--- config.mk ---
export PLATFORM = sky130hd
export DESIGN_NAME = ascii_burst_send
export DESIGN_NICKNAME = d
export VERILOG_FILES = /design/src/rtl/ascii_burst_send.sv
export SDC_FILE = /design/constraint.sdc
export NUM_CORES = 1
export LEC_CHECK = 0
export CAP_MARGIN = 0
export CELL_PAD_IN_SITES_DETAIL_PLACEMENT = 1
export CELL_PAD_IN_SITES_GLOBAL_PLACEMENT = 1
export CORE_MARGIN = 1
export CORE_UTILIZATION = 45
export DETAILED_ROUTE_END_ITERATION = 7
export PLACE_DENSITY_LB_ADDON = 0.1
export SYNTH_ARGS = -nofsm -noshare
export SYNTH_HDL_FRONTEND = slang
export SYNTH_SLANG_ARGS = --single-unit
export TNS_END_PERCENT = 5
--- constraint.sdc ---
create_clock -name clk -period 5.9 [get_ports clk]
set_clock_uncertainty 0.2 [all_clocks]
set_input_delay 0.59 -clock clk [delete_from_list [all_inputs] [get_ports clk]]
set_output_delay 0.59 -clock clk [all_outputs]
set_load 0.1 [all_outputs]
--- src/rtl/ascii_burst_send.sv ---
// ascii_burst_send
// ----------------
// Sends ASCII characters to a UART transmitter when a debounced button is
// pressed. In single mode (mode=0) each press sends one character; in burst
// mode (mode=1) each press sends BURST_LEN consecutive characters. The
// character register counts FIRST_CHAR..LAST_CHAR and wraps. The register
// persists across presses, so each press continues where the last one stopped.
//
// Handshake with the transmitter: start is a one-cycle request. The
// transmitter acknowledges by raising tx_busy and completes by dropping it.
// If tx_busy has not risen within ACK_TIMEOUT cycles, the request is
// abandoned. err pulses, and the character is not advanced.
//
// Ports:
//   clk      - system clock, rising edge
//   reset    - synchronous, active-low reset
//   btn      - debounced trigger level (rising edge triggers)
//   mode     - 0 = single character, 1 = burst; sampled at trigger
//   tx_busy  - transmitter busy, from accept until end of stop bit
//   start    - one-cycle transmit request (registered)
//   tx_data  - character to transmit (current character register)
//   busy     - state machine is not idle
//   done     - one-cycle pulse when a send sequence completes normally
//   err      - one-cycle pulse when the acknowledge timeout expires
module ascii_burst_send #(
    parameter logic [7:0] FIRST_CHAR  = 8'h30,
    parameter logic [7:0] LAST_CHAR   = 8'h39,
    parameter int         BURST_LEN   = 10,
    parameter int         ACK_TIMEOUT = 16
) (
    input  logic       clk,
    input  logic       reset,
    input  logic       btn,
    input  logic       mode,
    input  logic       tx_busy,
    output logic       start,
    output logic [7:0] tx_data,
    output logic       busy,
    output logic       done,
    output logic       err
);

    localparam int TW = $clog2(ACK_TIMEOUT + 1);

    typedef enum logic [1:0] {
        IDLE      = 2'd0,
        SEND      = 2'd1,
        WAIT_ACK  = 2'd2,
        WAIT_DONE = 2'd3
    } state_t;

    state_t        state, state_n;
    logic          btn_q;
    logic          trigger;
    logic [7:0]    char_q, char_n;
    logic [7:0]    rem_q, rem_n;
    logic [TW-1:0] tmo_q, tmo_n;
    logic          done_n, err_n;

    // A level held high only produces one trigger, because btn_q follows it.
    assign trigger = btn & ~btn_q;
    assign tx_data = char_q;
    assign busy    = (state != IDLE);

    always_comb begin
        state_n = state;
        char_n  = char_q;
        rem_n   = rem_q;
        tmo_n   = tmo_q;
        done_n  = 1'b0;
        err_n   = 1'b0;
        case (state)
            IDLE: begin
                if (trigger) begin
                    state_n = SEND;
                    rem_n   = mode ? 8'(BURST_LEN) : 8'd1;
                    tmo_n   = '0;
                end
            end
            SEND: begin
                state_n = WAIT_ACK;
            end
            WAIT_ACK: begin
                // tx_busy already high on entry counts as the acknowledge.
                if (tx_busy) begin
                    state_n = WAIT_DONE;
                end else begin
                    tmo_n = tmo_q + TW'(1);
                    if (tmo_n == TW'(ACK_TIMEOUT)) begin
                        err_n   = 1'b1;
                        state_n = IDLE;
                    end
                end
            end
            WAIT_DONE: begin
                if (!tx_busy) begin
                    char_n = (char_q == LAST_CHAR) ? FIRST_CHAR : char_q + 8'd1;
                    rem_n  = rem_q - 8'd1;
                    if (rem_n != 8'd0) begin
                        state_n = SEND;
                        tmo_n   = '0;
                    end else begin
                        state_n = IDLE;
                        done_n  = 1'b1;
                    end
                end
            end
            default: begin
                state_n = IDLE;
            end
        endcase
    end

    always_ff @(posedge clk) begin
        if (!reset) begin
            state  <= IDLE;
            btn_q  <= 1'b0;
            char_q <= FIRST_CHAR;
            rem_q  <= 8'd0;
            tmo_q  <= '0;
            start  <= 1'b0;
            done   <= 1'b0;
            err    <= 1'b0;
        end else begin
            state  <= state_n;
            btn_q  <= btn;
            char_q <= char_n;
            rem_q  <= rem_n;
            tmo_q  <= tmo_n;
            // start is high exactly for the cycle spent in SEND.
            start  <= (state_n == SEND);
            done   <= done_n;
            err    <= err_n;
        end
    end

endmodule
Word-level counts from Yosys, hierarchy flattened
Index checks and enable logic that the tools add are counted.

cells by class
  bitwise operators = 6
  mux-type cells = 18
  equality and inequality tests = 10
  add/subtract/negate cells = 3
  reductions and logical operators = 10

operator list
  cell                                                 number
  two-way mux 8 bit                                    3
  two-way mux 5 bit                                    4
  one-hot mux 8 bit (2 select lines)                   1
  one-hot mux 5 bit (3 select lines)                   1
  adder 8 x 1 -> 8 bit, second input constant          1
  equality test 8 x 6 -> 1 bit, second input constant  1
  two-way mux 2 bit                                    4
  != test 2 bit, second input constant                 4
  one-hot mux 2 bit (4 select lines)                   1
  nonzero test 8 bit                                   1
  subtractor 8 x 1 -> 8 bit, second input constant     1
  OR reduction 3 bit                                   2
  adder 5 x 1 -> 5 bit, second input constant          1
  equality test 5 bit, second input constant           1
  inverter 1 bit                                       5
  AND reduction 5 bit                                  1
  equality test 2 x 1 -> 1 bit, second input constant  2
  equality test 2 bit, second input constant           2
  two-way mux 4 bit                                    1
  nonzero test 2 bit                                   2
  two-way mux 1 bit                                    3
  AND reduction 3 bit                                  1
  nonzero test 3 bit                                   1
  logical NOT 2 bit                                    1
  other kinds (2)                                      2

storage, ports and cells
  register bits = 27
  output and inout port bits = 12
  input port bits = 5

Logic depth before layout (Yosys ltp)
Gate-level depths: netlist (run 1).

  depth after elaboration = 6
  depth in mapped cells = 9

Worst setup path after synthesis (run 1)
OpenSTA, ideal clock, no wires.

  path kind = register to register
  start point = register char_q[0], in the netlist tx_data[0]
  end point = register char_q[0], in the netlist tx_data[0]
  arrival time = 1925 ps
  period minus slack after synthesis = 2254 ps
  library setup time = 129 ps
  path slack = 3646 ps
  stages on the path, launching flop included = 6
  cells stage by stage = dfxtp_1 -> ha_1 -> nor4b_1 -> nand2_1 -> o21ai_1 -> nor2_1

on the way
  longest elaborated chain between the ends = 2
  elaborated cells on any way between the ends = 3
  classes of those cells = add/sub: 1; eq/ne: 1; mux: 1

ends and longest elaborated chain
  item                                                                  line  RTL
  start: declaration                                                    55    logic [7:0] char_q, char_n;
  start signal: assignment                                              127   char_q <= char_n;
  adder 8 x 1 -> 8 bit or equality test 8 x 6 -> 1 bit (tied branches)  97    char_n = (char_q == LAST_CHAR) ? FIRST_CHAR : char_q + 8'd1;
  two-way mux 8 bit *                                                   97

Mark *: on every way between the ends. The rest lies on a longest branch, timed or not.
A chain may end at the register's enable or synchronous reset.

Final worst setup path (run 1)
  start point = register state[0]
  end point = output port busy

on the way
  longest elaborated chain between the ends = 1

ends and longest elaborated chain
  item                      line  RTL
  start: declaration        52    state_t state, state_n;
  start signal: assignment  125   state <= state_n;
  nonzero test 2 bit        63    assign busy = (state != IDLE);
  end: declaration          38    output logic busy,

No other way between the ends.

==> flow_summary_export.csv, run 1 <==
group,metric,value,unit
outcome,status,"finished, final reports clean",
timing,slew-limit-headroom,34.1,%
critical_path,critical_path.endpoint_type,"output pin",
power,pwr-share-seq,52.4,%
timing,hold_ws,0.344,ns
clock_network,clk_root_buffer_cell,"clkbuf_4",
floorplan,floorplan.initialDensity,48.9,%
final_layout,nNetsFinal,207,
power,p_leak,0.593,nW
floorplan,rows,20,
place,post-place-ws,3.28,ns
power,power_per_cell_area,227,nW/um2
critical_path,cp_data_required_time,5.11,ns
power,clock_power_share,21.1,%
clock_network,clkSinkCount,27,
grt,grt_pass1_wl,6650,um
final_layout,number_of_diodes_added_for_antenna_fixing,0,
yosys,synthDominantCellAreaShare,35.1,%
timing,worst-slew-pin-transition,0.985,ns
floorplan,die_area,3660,um2
floorplan,fp.coreArea,3150,um2
drt,drtPass1Iterations,4,
floorplan,chipHeight,60.5,um
yosys,synth.distinct_cells,49,
timing,finalSetupViolCount,0,
power,internal_power,0.251,mW
drt,drt_drc_violations_left,0,
place,place.detailed.instances,236,
place,routabilityCongestion,0.823,
grt,antenna_found_initial,0,
timing,final_hold_violating_endpoints,0,
critical_path,timing.setup.critical_path_class,"flip-flop to output pin",
drt,antenna_left,0,
final_layout,layout-drive-gt1-share,6.12,%
clock_network,insertion_delay,0.33,ns
clock_network,postCtsSetupRepairBufs,0,
grt,total_routing_resource_utilization_after_global_routing,24.7,%
clock_network,ctsHoldBuffers,0,
run,max-cap-violations,0,
final_layout,layout.cell_area.non_filler,1730,um2
clock_network,clock_path_buffers,2,
clock_network,worst_setup_hold_path_clk_slew,0.16,ns
power,switching_share_of_power,35.9,%
timing,period_share,51.0,%
yosys,post_synth_top_flop,"dfxtp_1",
drt,routed-via-count,1387,
yosys,syn-num-nets,197,
drt,post_drt_via_cell_ratio,5.78,
yosys,synth_area_leaders,"dfxtp_1 (35%), a21oi_1 (5.5%), nor2_1 (5.1%)",
timing,min_period,3.01,ns
grt,grt.overflow.total,0,
critical_path,kind_of_start_point_of_the_critical_path,"flip-flop",
power,irDropWorstVdd,234,uV
timing,final_max_slew_viol_count,0,
yosys,synth_seq_area_share,35.1,%
yosys,postSynthRegisterBits,27,
yosys,synth_enable_flop_cells,0,
floorplan,die_x,60.5,um
place,placement.io_buffers,16,
drt,totalWireLength,4000,um
clock_network,post_cts_resize_count,0,
final_layout,layout.cells.most_common,"dfxtp_1",
final_layout,post_layout_nonfiller_instances,240,
critical_path,critPathMaxFanout,12,
clock_network,cts-buffers-inserted,3,
floorplan,i_o_pins,17,
yosys,synth_cells,187,
yosys,netlist_area,1540,um2
place,placement.cell_area,1700,um2
yosys,ys_async_sr_fraction,0,%
yosys,synth_top_area_cell,"dfxtp_1",
timing,unrepaired_setup_endpoints_after_global_routing,"false",
clock_network,htreeDepth,1,
drt,drt-initial-drc-count,81,
critical_path,cp.arrival,2.22,ns
final_layout,area_delta_synth_final,11.9,%
worst_hold_path,worst_hold_check_path_type,"flip-flop to flip-flop",
timing,setup_ws,2.89,ns
power,pwr-share-comb,26.5,%
timing,fin_tns_setup,0,ns
grt,number_of_global_route_vias_before_repair,1359,
place,dp_hpwl,3010,um
yosys,syn_area_per_cell,8.24,um2
drt,post_drt_wl_per_cell,16.7,um
clock_network,tritoncts,"built",
yosys,yosys_warnings,0,
power,power_switching,0.141,mW
timing,fmax,0.332,GHz
grt,maximum_number_of_pins_on_one_net_before_global_route_repair,16,
final_layout,layout_common_cells,"dfxtp_1 (27), nor2_1 (21), a21oi_1 (17), clkdlybuf4s50_1 (16), nand2_1 (14)",
==> power groups by stage <==
stage | Sequential (mW) | Combinational, mW | Clock, mW
6_report | 0.205 | 0.104 | 0.0826
4_1_cts | 0.205 | 0.104 | 0.0856
3_5_place_dp | 0.209 | 0.103 | 0
2_1_floorplan | 0.207 | 0.0806 | 0
5_1_grt | 0.208 | 0.113 | 0.0917
3_3_place_gp | 0.207 | 0.100 | 0
==> through the flow <==
stage | util, % | power, mW
final | 54.7 | 0.392
after floorplan | - | 0.288
after CTS | 54.7 | 0.395
after global placement | 53.8 | 0.307
after detailed placement | 53.8 | 0.312
after global routing | 54.7 | 0.412
==> area by class of cell <==
type                            instances  area (um2)
Clock buffer                            3        22.5
Tap cell                               44        55.1
Timing Repair Buffer                   16         160
Multi-Input combinational cell        144         923
Fill cell                             399        1430
Clock inverter                          1        5.00
Inverter                                5        18.8
Sequential cell                        27         541
==> logic make-up after synthesis <==
logic type	synth area share, %
AOI/OAI and AO/OA	20.5
adders and majority gates	4.06
DFF	35.1
and+or+nand+nor	30.3
buffers and inverters	5.03
xor gates and xnor gates	5.11
==> synth_stat cells (2+ instances only) <==
library cell and number:
clkbuf_1 7, o31ai_1 2, inv_1 4, nand4b_1 3, xnor2_1 4, dfxtp_1 27
o21bai_1 2, buf_2 2, xor2_1 5, nand2b_1 6, nor2b_1 2, a21oi_1 17
nand2_1 14, nand4_1 3, o211ai_1 2, and2_1 3, nand3_1 7, ha_1 5
a311oi_1 2, nand3b_1 3, a22oi_1 2, o21ai_0 10, nor4b_1 3, nor3_1 5
nor2_1 21, buf_6 2, and3_1 2
==> per-layer routing <==
metal | up-vias | global-route usage [%] | part of all wire [%]
li1 | 690 | - | -
met1 | 668 | 31.2 | 47
met2 | 23 | 43.5 | 49
met3 | 6 | 4.90 | 2.8
met4 | 0 | 5.19 | 1.3
met5 | - | 0 | 0
==> critical path, stage by stage, from the launching register on <==
cell and delay [ns]:
dfxtp_1 0.58, or2_2 0.18, clkdlybuf4s50_1 1.12
==> flip-flops by register name (all words and copies together) (netlist names) <==
signal,cells
tmo_q,5
rem_q,8
tx_data,8
done,1
state,2
err,1
start,1
btn_q,1
==> final timing paths <==
check	from	depth (start not counted)	end	slack, ns
setup reg to reg	rem_q[0]$_SDFFE_PN0P_	7	tmo_q[2]$_SDFFE_PN0P_	3.48
hold reg to reg	tx_data[5]$_SDFFE_PN1P_	2	tx_data[5]$_SDFFE_PN1P_	0.34
setup / recovery	state[0]$_SDFF_PN0_	2	busy	2.89
hold / removal	tx_data[5]$_SDFFE_PN1P_	2	tx_data[5]$_SDFFE_PN1P_	0.34
Note: power is estimated with default switching activity, not from simulation.
==> run 2, diff against run 1 <==
--- a/config.mk
+++ b/config.mk
@@ -9,7 +9,7 @@
 export CELL_PAD_IN_SITES_DETAIL_PLACEMENT = 1
 export CELL_PAD_IN_SITES_GLOBAL_PLACEMENT = 1
 export CORE_MARGIN = 1
-export CORE_UTILIZATION = 45
+export CORE_UTILIZATION = 41
 export DETAILED_ROUTE_END_ITERATION = 7
 export PLACE_DENSITY_LB_ADDON = 0.1
 export SYNTH_ARGS = -nofsm -noshare
==> constraint.sdc (replaced) <==
create_clock -name clk -period 3.01 [get_ports clk]
set_clock_uncertainty 0.2 [all_clocks]
set_input_delay 0.301 -clock clk [delete_from_list [all_inputs] [get_ports clk]]
set_output_delay 0.301 -clock clk [all_outputs]
set_load 0.1 [all_outputs]
==> flow_summary_export.csv, run 2 (synthesized netlist as in run 1, its figures left out) <==
group,metric,value,unit
outcome,status,"finished, final reports clean",
floorplan,rows,21,
floorplan,i_o_pins,17,
timing,finalSetupViolCount,0,
critical_path,timing.setup.critical_path_class,"flip-flop to flip-flop",
worst_hold_path,hp-start,"tx_data[5]$_SDFFE_PN1P_",
clock_network,postCtsSetupRepairBufs,0,
floorplan,floorplan.initialDensity,44.4,%
drt,antenna_left,0,
timing,hold_ws,0.338,ns
floorplan,die_area,4010,um2
worst_hold_path,hold_path_end,"tx_data[5]$_SDFFE_PN1P_",
floorplan,die_x,63.3,um
final_layout,number_of_diodes_added_for_antenna_fixing,0,
grt,grt.overflow.total,0,
final_layout,nNetsFinal,207,
critical_path,kind_of_start_point_of_the_critical_path,"flip-flop",
timing,fin_tns_setup,0,ns
final_layout,area_delta_synth_final,11.3,%
critical_path,rrSetupSlack,0.64,ns
timing,unrepaired_setup_endpoints_after_global_routing,"false",
drt,drt_drc_violations_left,0,
timing,worst-slew-pin-transition,0.528,ns
timing,final_max_slew_viol_count,0,
clock_network,clkSinkCount,27,
floorplan,chipHeight,63.3,um
critical_path,worst-r2r-cell-count,7,
final_layout,final_design_utilization,49.5,%
drt,totalWireLength,3750,um
grt,number_of_global_route_vias_before_repair,1322,
place,dp_hpwl,2830,um
clock_network,clk_root_buffer_cell,"clkbuf_8",
critical_path,critical_path.endpoint_type,"flip-flop",
place,placement.cell_area,1670,um2
critical_path,cp_data_required_time,2.98,ns
clock_network,cts-buffers-inserted,3,
critical_path,critPathMaxFanout,11,
grt,maximum_number_of_pins_on_one_net_before_global_route_repair,15,
drt,drtPass1Iterations,4,
critical_path,crit_chain,"inv_1 > ha_1 > or4bb_1 > a21oi_1 > o32a_2 > a21oi_1 > or2_1",
drt,post_drt_via_cell_ratio,5.71,
final_layout,fillers,426,
grt,total_routing_resource_utilization_after_global_routing,20.2,%
clock_network,htreeDepth,1,
critical_path,critical_path.reg2reg.startpoint,"rem_q[0]$_SDFFE_PN0P_",
grt,grt_pass1_wl,6440,um
timing,slew-limit-headroom,64.6,%
timing,period_share,78.8,%
run,max-cap-violations,0,
drt,routed-via-count,1383,
power,power_per_cell_area,470,nW/um2
critical_path,critical_path.max_stage_delay,0.43,ns
drt,drt-initial-drc-count,82,
critical_path,cp.arrival,2.34,ns
timing,min_period,2.37,ns
power,irDropWorstVdd,296,uV
clock_network,post_cts_resize_count,0,
critical_path,rr_endpoint,"state[0]$_SDFF_PN0_",
critical_path,critPathTopFamily,"simple AND/OR/NAND/NOR gates",
critical_path,crit_top_cell,"a21oi_1",
final_layout,layout-drive-gt1-share,11.7,%
power,p_leak,0.617,nW
final_layout,layout.cells.most_common,"dfxtp_1",
critical_path,number_of_buffers_and_inverters_on_the_critical_path,1,
clock_network,insertion_delay,0.27,ns
drt,post_drt_wl_per_cell,15.5,um
final_layout,layout.cell_area.non_filler,1720,um2
worst_hold_path,hold_depth,2,
clock_network,tritoncts,"built",
clock_network,worst_setup_hold_path_clk_slew,0.09,ns
clock_network,clock_path_buffers,2,
timing,final_hold_violating_endpoints,0,
clock_network,ctsHoldBuffers,0,
floorplan,fp.coreArea,3470,um2
grt,antenna_found_initial,0,
final_layout,layout_common_cells,"dfxtp_1 (27), nor2_1 (21), a21oi_1 (17), nand2_1 (14), buf_4 (12)",
timing,fmax,0.422,GHz
place,routabilityCongestion,0.892,
critical_path,critPathSlowestCell,"or4bb_1",
worst_hold_path,worst_hold_check_path_type,"flip-flop to flip-flop",
place,placement.io_buffers,16,
-- run 2: worst max path at each step --
stage	to	slack [ns]	from	cells after the start
3_3_place_gp	tmo_q[3]$_SDFFE_PN0P_	0.70	rem_q[0]$_SDFFE_PN0P_	7
5_1_grt	tmo_q[3]$_SDFFE_PN0P_	0.48	rem_q[1]$_SDFFE_PN0P_	7
6_report	state[0]$_SDFF_PN0_	0.64	rem_q[0]$_SDFFE_PN0P_	7
3_5_place_dp	state[0]$_SDFF_PN0_	0.65	rem_q[0]$_SDFFE_PN0P_	7
4_1_cts	state[0]$_SDFF_PN0_	0.64	rem_q[0]$_SDFFE_PN0P_	7
2_1_floorplan	tx_data[0]$_SDFFE_PN0P_	0.76	tx_data[0]$_SDFFE_PN0P_	5
-- run 2: through the flow --
step,total power [mW],setup WS (ns),instances
after floorplan,0.564,0.756,187
after global placement,0.603,0.697,238
after detailed placement,0.609,0.652,238
after CTS,0.813,0.636,242
after global routing,0.849,0.477,242
final,0.806,0.639,242
-- run 2: area by class of cell --
type,instances,area (um2),area share (%)
Multi-Input combinational cell,144,923,53.8
Sequential cell,27,541,31.5
Timing Repair Buffer,16,130,7.59
Tap cell,46,57.6,3.36
Clock buffer,4,45.0,2.63
Inverter,5,18.8,1.09
-- run 2: worst register-to-register path, cell delays in order, from the launching register on --
cell	delay [ns]
dfxtp_1	0.40
inv_1	0.11
ha_1	0.39
or4bb_1	0.43
a21oi_1	0.16
o32a_2	0.24
a21oi_1	0.11
or2_1	0.24
-- run 2: layer usage --
layer	part of all wire (%)	wire, um	GRT usage [%]	vias up
li1	-	-	-	689
met1	51	1920	28.6	665
met3	3.3	123	3.80	2
met2	45	1690	32.0	27
met4	0.35	13	3.41	0
met5	0	0	0	-
-- run 2: where the power goes --
group	switching (mW)	internal (mW)
combinational	0.133	0.0679
sequential	0.0293	0.372
clock	0.109	0.0948
